## src/rtl/divrem_pkg.sv

```systemverilog
// Shared definitions for the iterative radix divide/remainder unit.
// FSM state encoding and RISC-V special-case result constants.
package divrem_pkg;

  localparam int LEN_WORD = 32;

  typedef enum logic [1:0] {
    IDLE = 2'd0,
    CALC = 2'd1,
    FIX  = 2'd2,
    DONE = 2'd3
  } divrem_state_e;

  localparam logic [LEN_WORD-1:0] DIV_ZERO_Q = '1;
  localparam logic [LEN_WORD-1:0] SIGNED_MIN = 32'h8000_0000;

endpackage

```

## src/rtl/divrem_radix_step.sv

```systemverilog
// One restoring-division digit: shifts in RADIX_BITS dividend bits and
// subtracts the largest multiple of the divisor that fits.
module divrem_radix_step #(
  parameter int WIDTH      = 32,
  parameter int RADIX_BITS = 2
) (
  input  logic [WIDTH+RADIX_BITS-1:0] pr,
  input  logic [WIDTH-1:0]            dvs,
  input  logic [RADIX_BITS-1:0]       din,
  output logic [WIDTH+RADIX_BITS-1:0] pr_next,
  output logic [RADIX_BITS-1:0]       k
);

  localparam int PW = WIDTH + RADIX_BITS;
  localparam int K  = 1 << RADIX_BITS;

  // Constant multiple built only from shifted copies of the divisor.
  function automatic logic [PW-1:0] mul_k(
    input logic [WIDTH-1:0] d,
    input int               c
  );
    logic [PW-1:0] acc;
    acc = '0;
    for (int b = 0; b < RADIX_BITS; b++) begin
      if (c[b]) acc = acc + (PW'(d) << b);
    end
    return acc;
  endfunction

  logic [PW-1:0] sh;
  logic [PW-1:0] mult [K];

  assign sh = (pr << RADIX_BITS) | PW'(din);

  for (genvar i = 0; i < K; i++) begin : g_mult
    assign mult[i] = mul_k(dvs, i);
  end

  // Multiples ascend, so the last fitting one is the largest digit.
  always_comb begin
    k       = '0;
    pr_next = sh;
    for (int i = 0; i < K; i++) begin
      if (mult[i] <= sh) begin
        k       = RADIX_BITS'(i);
        pr_next = sh - mult[i];
      end
    end
  end

endmodule

```

## src/rtl/div_rem_radix.sv

```systemverilog
// Iterative signed/unsigned divide-remainder, RADIX_BITS quotient bits
// per cycle, with divide-by-zero and overflow handled at accept.
module div_rem_radix
  import divrem_pkg::*;
#(
  parameter int WIDTH      = LEN_WORD,
  parameter int RADIX_BITS = 2
) (
  input  logic             clk,
  input  logic             rstn,
  input  logic             order,
  output logic             accepted,
  output logic             done,
  input  logic [WIDTH-1:0] rs1,
  input  logic [WIDTH-1:0] rs2,
  input  logic             unsig,
  input  logic             rem_flag,
  output logic [WIDTH-1:0] rd
);

  localparam int N  = WIDTH / RADIX_BITS;
  localparam int CW = (N > 1) ? $clog2(N) : 1;
  localparam int PW = WIDTH + RADIX_BITS;

  localparam logic [WIDTH-1:0] MIN_W  = {1'b1, {(WIDTH-1){1'b0}}};
  localparam logic [WIDTH-1:0] ONES_W = '1;

  divrem_state_e   state;
  logic [CW-1:0]   cnt;
  logic [WIDTH-1:0] dvd;
  logic [WIDTH-1:0] dvs;
  logic [WIDTH-1:0] quo;
  logic [PW-1:0]   pr;
  logic            q_neg;
  logic            r_neg;
  logic            rem_sel;

  logic             s1;
  logic             s2;
  logic [WIDTH-1:0] mag1;
  logic [WIDTH-1:0] mag2;
  logic             div_zero;
  logic             ovf;
  logic [WIDTH-1:0] spec_res;
  logic [PW-1:0]    pr_next;
  logic [RADIX_BITS-1:0] k;
  logic [WIDTH-1:0] rem_mag;
  logic [WIDTH-1:0] q_fix;
  logic [WIDTH-1:0] r_fix;

  assign accepted = order & rstn & ((state == IDLE) | (state == DONE));

  assign s1   = ~unsig & rs1[WIDTH-1];
  assign s2   = ~unsig & rs2[WIDTH-1];
  assign mag1 = s1 ? -rs1 : rs1;
  assign mag2 = s2 ? -rs2 : rs2;

  assign div_zero = (rs2 == '0);
  assign ovf      = ~unsig & (rs1 == MIN_W) & (rs2 == ONES_W);

  always_comb begin
    spec_res = '0;
    if (div_zero) spec_res = rem_flag ? rs1 : ONES_W;
    else          spec_res = rem_flag ? '0 : MIN_W;
  end

  divrem_radix_step #(
    .WIDTH      (WIDTH),
    .RADIX_BITS (RADIX_BITS)
  ) u_step (
    .pr      (pr),
    .dvs     (dvs),
    .din     (dvd[WIDTH-1 -: RADIX_BITS]),
    .pr_next (pr_next),
    .k       (k)
  );

  assign rem_mag = pr[WIDTH-1:0];
  assign q_fix   = q_neg ? -quo : quo;
  assign r_fix   = r_neg ? -rem_mag : rem_mag;

  always_ff @(posedge clk or negedge rstn) begin
    if (!rstn) begin
      state   <= IDLE;
      cnt     <= '0;
      dvd     <= '0;
      dvs     <= '0;
      quo     <= '0;
      pr      <= '0;
      q_neg   <= 1'b0;
      r_neg   <= 1'b0;
      rem_sel <= 1'b0;
      done    <= 1'b0;
      rd      <= '0;
    end else begin
      done <= 1'b0;
      unique case (state)
        IDLE, DONE: begin
          if (accepted) begin
            rem_sel <= rem_flag;
            q_neg   <= s1 ^ s2;
            r_neg   <= s1;
            dvd     <= mag1;
            dvs     <= mag2;
            pr      <= '0;
            quo     <= '0;
            cnt     <= CW'(N - 1);
            if (div_zero | ovf) begin
              rd    <= spec_res;
              done  <= 1'b1;
              state <= DONE;
            end else begin
              state <= CALC;
            end
          end else begin
            state <= IDLE;
          end
        end
        CALC: begin
          pr  <= pr_next;
          quo <= {quo[WIDTH-RADIX_BITS-1:0], k};
          dvd <= dvd << RADIX_BITS;
          if (cnt == '0) state <= FIX;
          else           cnt   <= cnt - 1'b1;
        end
        FIX: begin
          rd    <= rem_sel ? r_fix : q_fix;
          done  <= 1'b1;
          state <= DONE;
        end
        default: state <= IDLE;
      endcase
    end
  end

endmodule

```

## config.mk

```make
export PLATFORM = sky130hd
export DESIGN_NAME = div_rem_radix
export DESIGN_NICKNAME = d
export VERILOG_FILES = /design/src/rtl/divrem_pkg.sv /design/src/rtl/divrem_radix_step.sv /design/src/rtl/div_rem_radix.sv
export SDC_FILE = /design/constraint.sdc
export NUM_CORES = 1
export LEC_CHECK = 0
export ABC_AREA = 1
export BUFFER_PORTS_ARGS = -buffer_cell sky130_fd_sc_hd__buf_4
export CORE_MARGIN = 3
export CORE_UTILIZATION = 55
export CTS_CLUSTER_SIZE = 8
export DETAILED_ROUTE_END_ITERATION = 7
export PLACE_DENSITY = 0.75
export SLEW_MARGIN = 15
export SYNTH_ARGS = -nofsm -noshare
export SYNTH_HDL_FRONTEND = slang
export SYNTH_SLANG_ARGS = --single-unit
```

## constraint.sdc

```tcl
create_clock -name clk -period 4.3 [get_ports clk]
set_input_delay 0.215 -clock clk [delete_from_list [all_inputs] [get_ports clk]]
set_output_delay 0.215 -clock clk [all_outputs]
set_load 0.005 [all_outputs]
```

---- After elaboration in Yosys (flattened, before gate mapping) ----
Cells that the tools add are included.
storage, ports and cells
  bits in registers ....................... 170
  bits in latches ......................... 0
  memory bits (writable) .................. 0
  ROM bits ................................ 0
  bits of input ports ..................... 69
  output and inout port bits .............. 34
  word-level logic and storage cells ...... 86
  memories kept ........................... 0
cells by class
  $add $sub $neg .......................... 9
  $mul .................................... 0
  divide/modulo/power cells ............... 0
  magnitude comparators ................... 3
  eq/ne operators ......................... 9
  shift operators ......................... 0
  mux-type cells .......................... 33
  bitwise gates (word level) .............. 11
  reduce and logical (&&, ||, !) cells .... 10
operators by type and width
  cell                  count
  $mux 32               16
  $pmux 32 s2           4
  $neg 32->32           4
  $sub 32x32->32        3
  $eq 32x32->1 const B  2
  $add 32x33->34        1
  $le 32x34->1          1
  $le 33x34->1          1
  $le 34x34->1          1
  $or 34x2->34          1
  $logic_not 32->1      1
  $mux 2                5
  $mux 4                2
  $ne 2x2->1 const B    4
  $pmux 4 s2            1
  $and 1x1->1           6
  $pmux 2 s3            1
  $reduce_and 3->1      2
  $eq 2x2->1 const B    2
  $logic_not 4->1       1
  $reduce_and 2->1      2
  $reduce_bool 2->1     2
  $sub 4x1->4 const B   1
  $mux 1                3
  other kinds (7)       8

---- Longest topological paths before layout ----
  depth in word-level cells ............... 7
  mapped depth ............................ 29
  mapped depth without buffers ............ 29

---- By module ----
A second synthesis with hierarchy kept.
unflattened totals
  cell total of the unflattened synthesis .. 3,725
  area, all modules ....................... 21,722.1 um^2
modules (own cells, without submodules)
  module             times used  cells each  area each (um^2)  seq. area each (um^2)
  div_rem_radix      1           1,792       11,566.1          4,304.1
  divrem_radix_step  1           1,933       10,156.0          0.0

---- Least setup slack after synthesis ----
No wires, ideal clock.
  path type ............................... reg2reg
  from .................................... register dvs[1]
  to ...................................... register pr[0]
  library setup time ...................... 0.118 ns
  arrival time ............................ 3.716 ns
  data required time ...................... 4.182 ns
  slack ................................... 0.466 ns
  stages on the path, launching flop included .. 27
  buffers on the path ..................... 1
  period minus slack after synthesis ...... 3.834 ns
  path through ............................ dfrtp_1 inv_1 fa_1 nand3b_1 nand2_1 a21oi_1 inv_1 nand2_1 nand3_1 a21oi_1 o21ai_0 a21oi_1 nand2_1 nand2_1 ha_1 nand2_1 nor2_2 nand2_1 nor2_1 o2111ai_1 nand3_1 nand2_2 buf_4 nor2_1 nand2_1 nand3_1 nand2_1
between the ends
  word-level cells in the longest chain between the ends .. 5
  elaborated cells on any way between the ends .. 8
  classes of those cells .................. 1 x add/sub; 3 x order compare; 4 x mux
RTL lines
  what                                                                    line                     RTL
  start, declared                                                         div_rem_radix.sv:31      logic [WIDTH-1:0] dvs;
  start signal, assigned                                                  div_rem_radix.sv:104     dvs <= mag2;
  parallel branches: the longest is 3 deep, another holds $add 32x33->34  --
  $mux 32 *                                                               divrem_radix_step.sv:44  if (mult[i] <= sh) begin
  $pmux 32 s2 *                                                           div_rem_radix.sv:97      unique case (state)
  end signal, assigned                                                    div_rem_radix.sv:120     pr <= pr_next;
  end, declared                                                           div_rem_radix.sv:33      logic [PW-1:0] pr;
Every way passes the cells marked *.
A chain may end at the register's enable or synchronous reset.

---- Final worst setup path ----
  from .................................... register dvs[26]
  to ...................................... register pr[4]
Same word-level chain as after synthesis.

==> results.yml <==
final_layout:
  nets: 3921
  syn_to_final_growth_pct: 12.1
  diodes: 0
  layout-drive-gt1-share_pct: 9.44
clock_network:
  cts_buffers: 17
  ctsRootBufferMaster: "clkbuf_16"
  cts_max_level: 4
  cts_num_sinks: 170
  cts_tree: "yes"
  path_clk_slew_ns: 0.09
  clockBufferDepth: 2
  clk_latency_ns: 0.48
die:
  die_y_um: 204
  rows: 71
  die-area_mm2: 0.0415
  coreArea_mm2: 0.0381
  die_w_um: 204
  initial_utilization_pct: 56.5
  ios: 103
run_status:
  failed_checks: "DRC"
  status: "finished, violations left"
worst_setup_path:
  startpoint: "dvs[26]$_DFFE_PN0P_"
  end_kind: "register"
  cp_max_fo: 22
  cp-start-kind: "register"
  critPathKind: "register to register"
  r2r_start: "dvs[26]$_DFFE_PN0P_"
  ff2ff_setup_slack_ns: 0.15
  worstRegToRegCells: 23
  required_ns: 4.60
  endpoint: "pr[4]$_DFFE_PN0P_"
  r2r_end: "pr[4]$_DFFE_PN0P_"
  crit_arrival_ns: 4.45
logic_synthesis:
  syn_area_mm2: 0.0215
  synth_area_leaders: "dfrtp_1 20%, nand2_1 17%, ha_1 13%, inv_1 7.4%, nand3_1 6.7%"
  synth-seq-cells: 170
  yosysUniqueCellTypes: 54
  syn-num-nets: 3793
  synth_top_cell_by_area: "dfrtp_1"
  yosysWarnings: 0
  synth_edf_count: 0
  synth_cells: 3493
  synth_ff_type: "dfrtp_1"
  synth_area_per_cell_um2: 6.16
  ys_seq_area_share_pct: 19.8
  synth_top_cell_area_share_pct: 19.8
  ys_async_sr_fraction_pct: 100
timing:
  fmax_mhz: 241
  setup_violations: 0
  fin_worst_skew_ns: 0.0285
  fin_ws_ns: 0.149
  slew_headroom_pct: 23.4
  period_share_pct: 96.5
  slew_violations: 0
  hold_viol_final: 0
  period_minus_slack_ns: 4.15
  worst_pin_slew_ns: 1.15
global_routing:
  globalRouteOverflowTotal: 0
  antenna_found_initial: 1
  grt_usage_pct: 42.4
  grt_pass1_vias: 23500
  grt_pass1_wl_um: 135000
  grt_max_degree: 82
drt:
  first_iter_violations: 3303
  ant_nets: 0
  wl_met1_um: 35700
  drtPass1Iterations: 8
  drc: 1
  avgRoutedWirePerCell_um: 21.9
  via_count: 25600
  vias_per_cell: 6.17
  wl_met3_um: 12300
  routed_wl_um: 90900
  dr.max_layer_used: "met5"
  route.met2.wl_um: 37700
placed_design:
  hpwl_um: 73000
  place.gp.congestion: 1.27
  pre_cts_ws_ns: -0.0877
  port_buffers: 102
flow_run:
  max-cap-violations: 0
hold_path:
  hold_class: "primary input to register"
[what timing repair did]
action,CTS,global route
resized for setup,4,63
pin swaps,0,12
endpoints found under the hold margin,29,0
endpoints found under the setup margin,27,34
setup buffers,0,4
cloned,0,0
hold buffers,1,0
[how the worst min path moves through the flow]
stage,from,endpoint,slack (ns),cells past startpoint
floorplan,rstn,cnt[0]$_DFFE_PN0P_,-0.08,0
global placement,rstn,dvd[10]$_DFFE_PN0P_,0.13,1
detailed placement,rstn,dvd[10]$_DFFE_PN0P_,0.13,1
global route,rs2[27],dvs[27]$_DFFE_PN0P_,0.07,4
CTS,rs2[25],dvs[25]$_DFFE_PN0P_,0.03,4
finish,rs2[25],dvs[25]$_DFFE_PN0P_,0.05,4
[logic make-up (layout without fill, tap and decap cells)]
kind of cell	after synthesis	in the layout	synth area share (%)
compound gates	683	683	17.8
xor+xnor	113	113	4.60
fa+ha+maj	231	231	13.6
buf+inv	519	660	9.38
flops	170	170	19.8
simple gates	1777	1777	34.9
[registers in the layout (all words and copies together), names as in the netlist]
register and cells:
quo 32, state 2, cnt 4, dvd 32, q_neg 1, r_neg 1, rem_sel 1, pr 32
dvs 32, rd 32, done 1
[cell usage after synthesis, drive strengths merged (4+ instances only)]
| library cell | number |
|---|---|
| a31oi | 26 |
| nand3b | 9 |
| nor3 | 53 |
| o211ai | 40 |
| nand2 | 993 |
| o31ai | 6 |
| ha | 227 |
| o21bai | 22 |
| or2 | 20 |
| o22ai | 40 |
| nand3 | 288 |
| nor2 | 346 |
| fa | 4 |
| nand4 | 44 |
| xor2 | 70 |
| dfrtp | 170 |
| a21oi | 267 |
| clkinv | 4 |
| xnor2 | 43 |
| o21ai | 236 |
| a21boi | 8 |
| clkbuf | 58 |
| a21o | 17 |
| nor3b | 4 |
| nor4 | 19 |
| inv | 428 |
| buf | 29 |
| o21a | 10 |
[worst max-delay path, stage by stage, from the launching register on]
cell and delay (ns):
dfrtp_1 0.50, ha_1 0.44, a21oi_1 0.18, inv_1 0.07
a21oi_1 0.28, nand2_1 0.12, a21oi_1 0.12, nand2_1 0.10
or2_2 0.28, nand2_1 0.11, inv_1 0.05, ha_1 0.28
nand2_1 0.12, nor2_2 0.16, nand2_1 0.11, nor2_2 0.19
o2111ai_2 0.13, nand3_2 0.12, nand2_4 0.11, buf_12 0.18
a21oi_1 0.12, nand2_1 0.06, nand2_1 0.05, o21ai_0 0.09
[metal layers]
layer	global-route usage, %	vias to the layer above
li1	-	11800
met1	57.7	11800
met2	63.1	1726
met3	11.2	284
met4	19.1	2
met5	0	-
[metrics by stage]
step / cells / setup TNS, ns / utilization [%] / hold WS, ns / cell area [um^2]
floorplan: 3493 / 0 / - / -0.0806 / 21500
global placement: 4108 / -0.00997 / 61.0 / 0.126 / 23200
detailed placement: 4108 / -1.34 / 61.0 / 0.126 / 23200
CTS: 4141 / 0 / 62.5 / 0.0271 / 23800
global route: 4145 / -0.796 / 63.3 / 0.0694 / 24100
finish: 4145 / 0 / 63.3 / 0.0457 / 24100
[cell usage in the layout, fill, tap and decap left out, types with 4 or more instances in the layout]
cell       instances
nand2_1          971
inv_1            424
nor2_1           325
nand3_1          284
a21oi_1          258
ha_1             218
o21ai_0          214
buf_4            192
dfrtp_1          168
xor2_1            68
nor3_1            46
nand4_1           43
xnor2_1           42
o211ai_1          40
o22ai_1           40
a31oi_1           25
o21bai_1          21
nand2_2           18
or2_2             18
a21o_1            17
nor2_2            17
clkbuf_16         17
o21ai_1           16
nor4_1            15
o21a_1            10
nand3b_1           9
a21oi_2            7
nor3_2             6
o31ai_1            6
o21ai_2            5
a21boi_0           5
ha_4               5
clkinv_1           4
nor4_2             4
clkinv_2           4
nand2_4            4
nor2_4             4
ha_2               4
inv_6              4
[layout make-up]
class / instances / area [um^2]
Clock inverter: 12 / 114
Sequential cell: 170 / 4260
Timing Repair Buffer: 196 / 1490
Multi-Input combinational cell: 2804 / 15600
Tap cell: 511 / 639
Inverter: 432 / 1630
Clock buffer: 20 / 447
Fill cell: 3542 / 14000
Power is left out: the tool's default activity adds up to more than one toggle a clock period on the data nets, which glitch-free logic cannot reach.
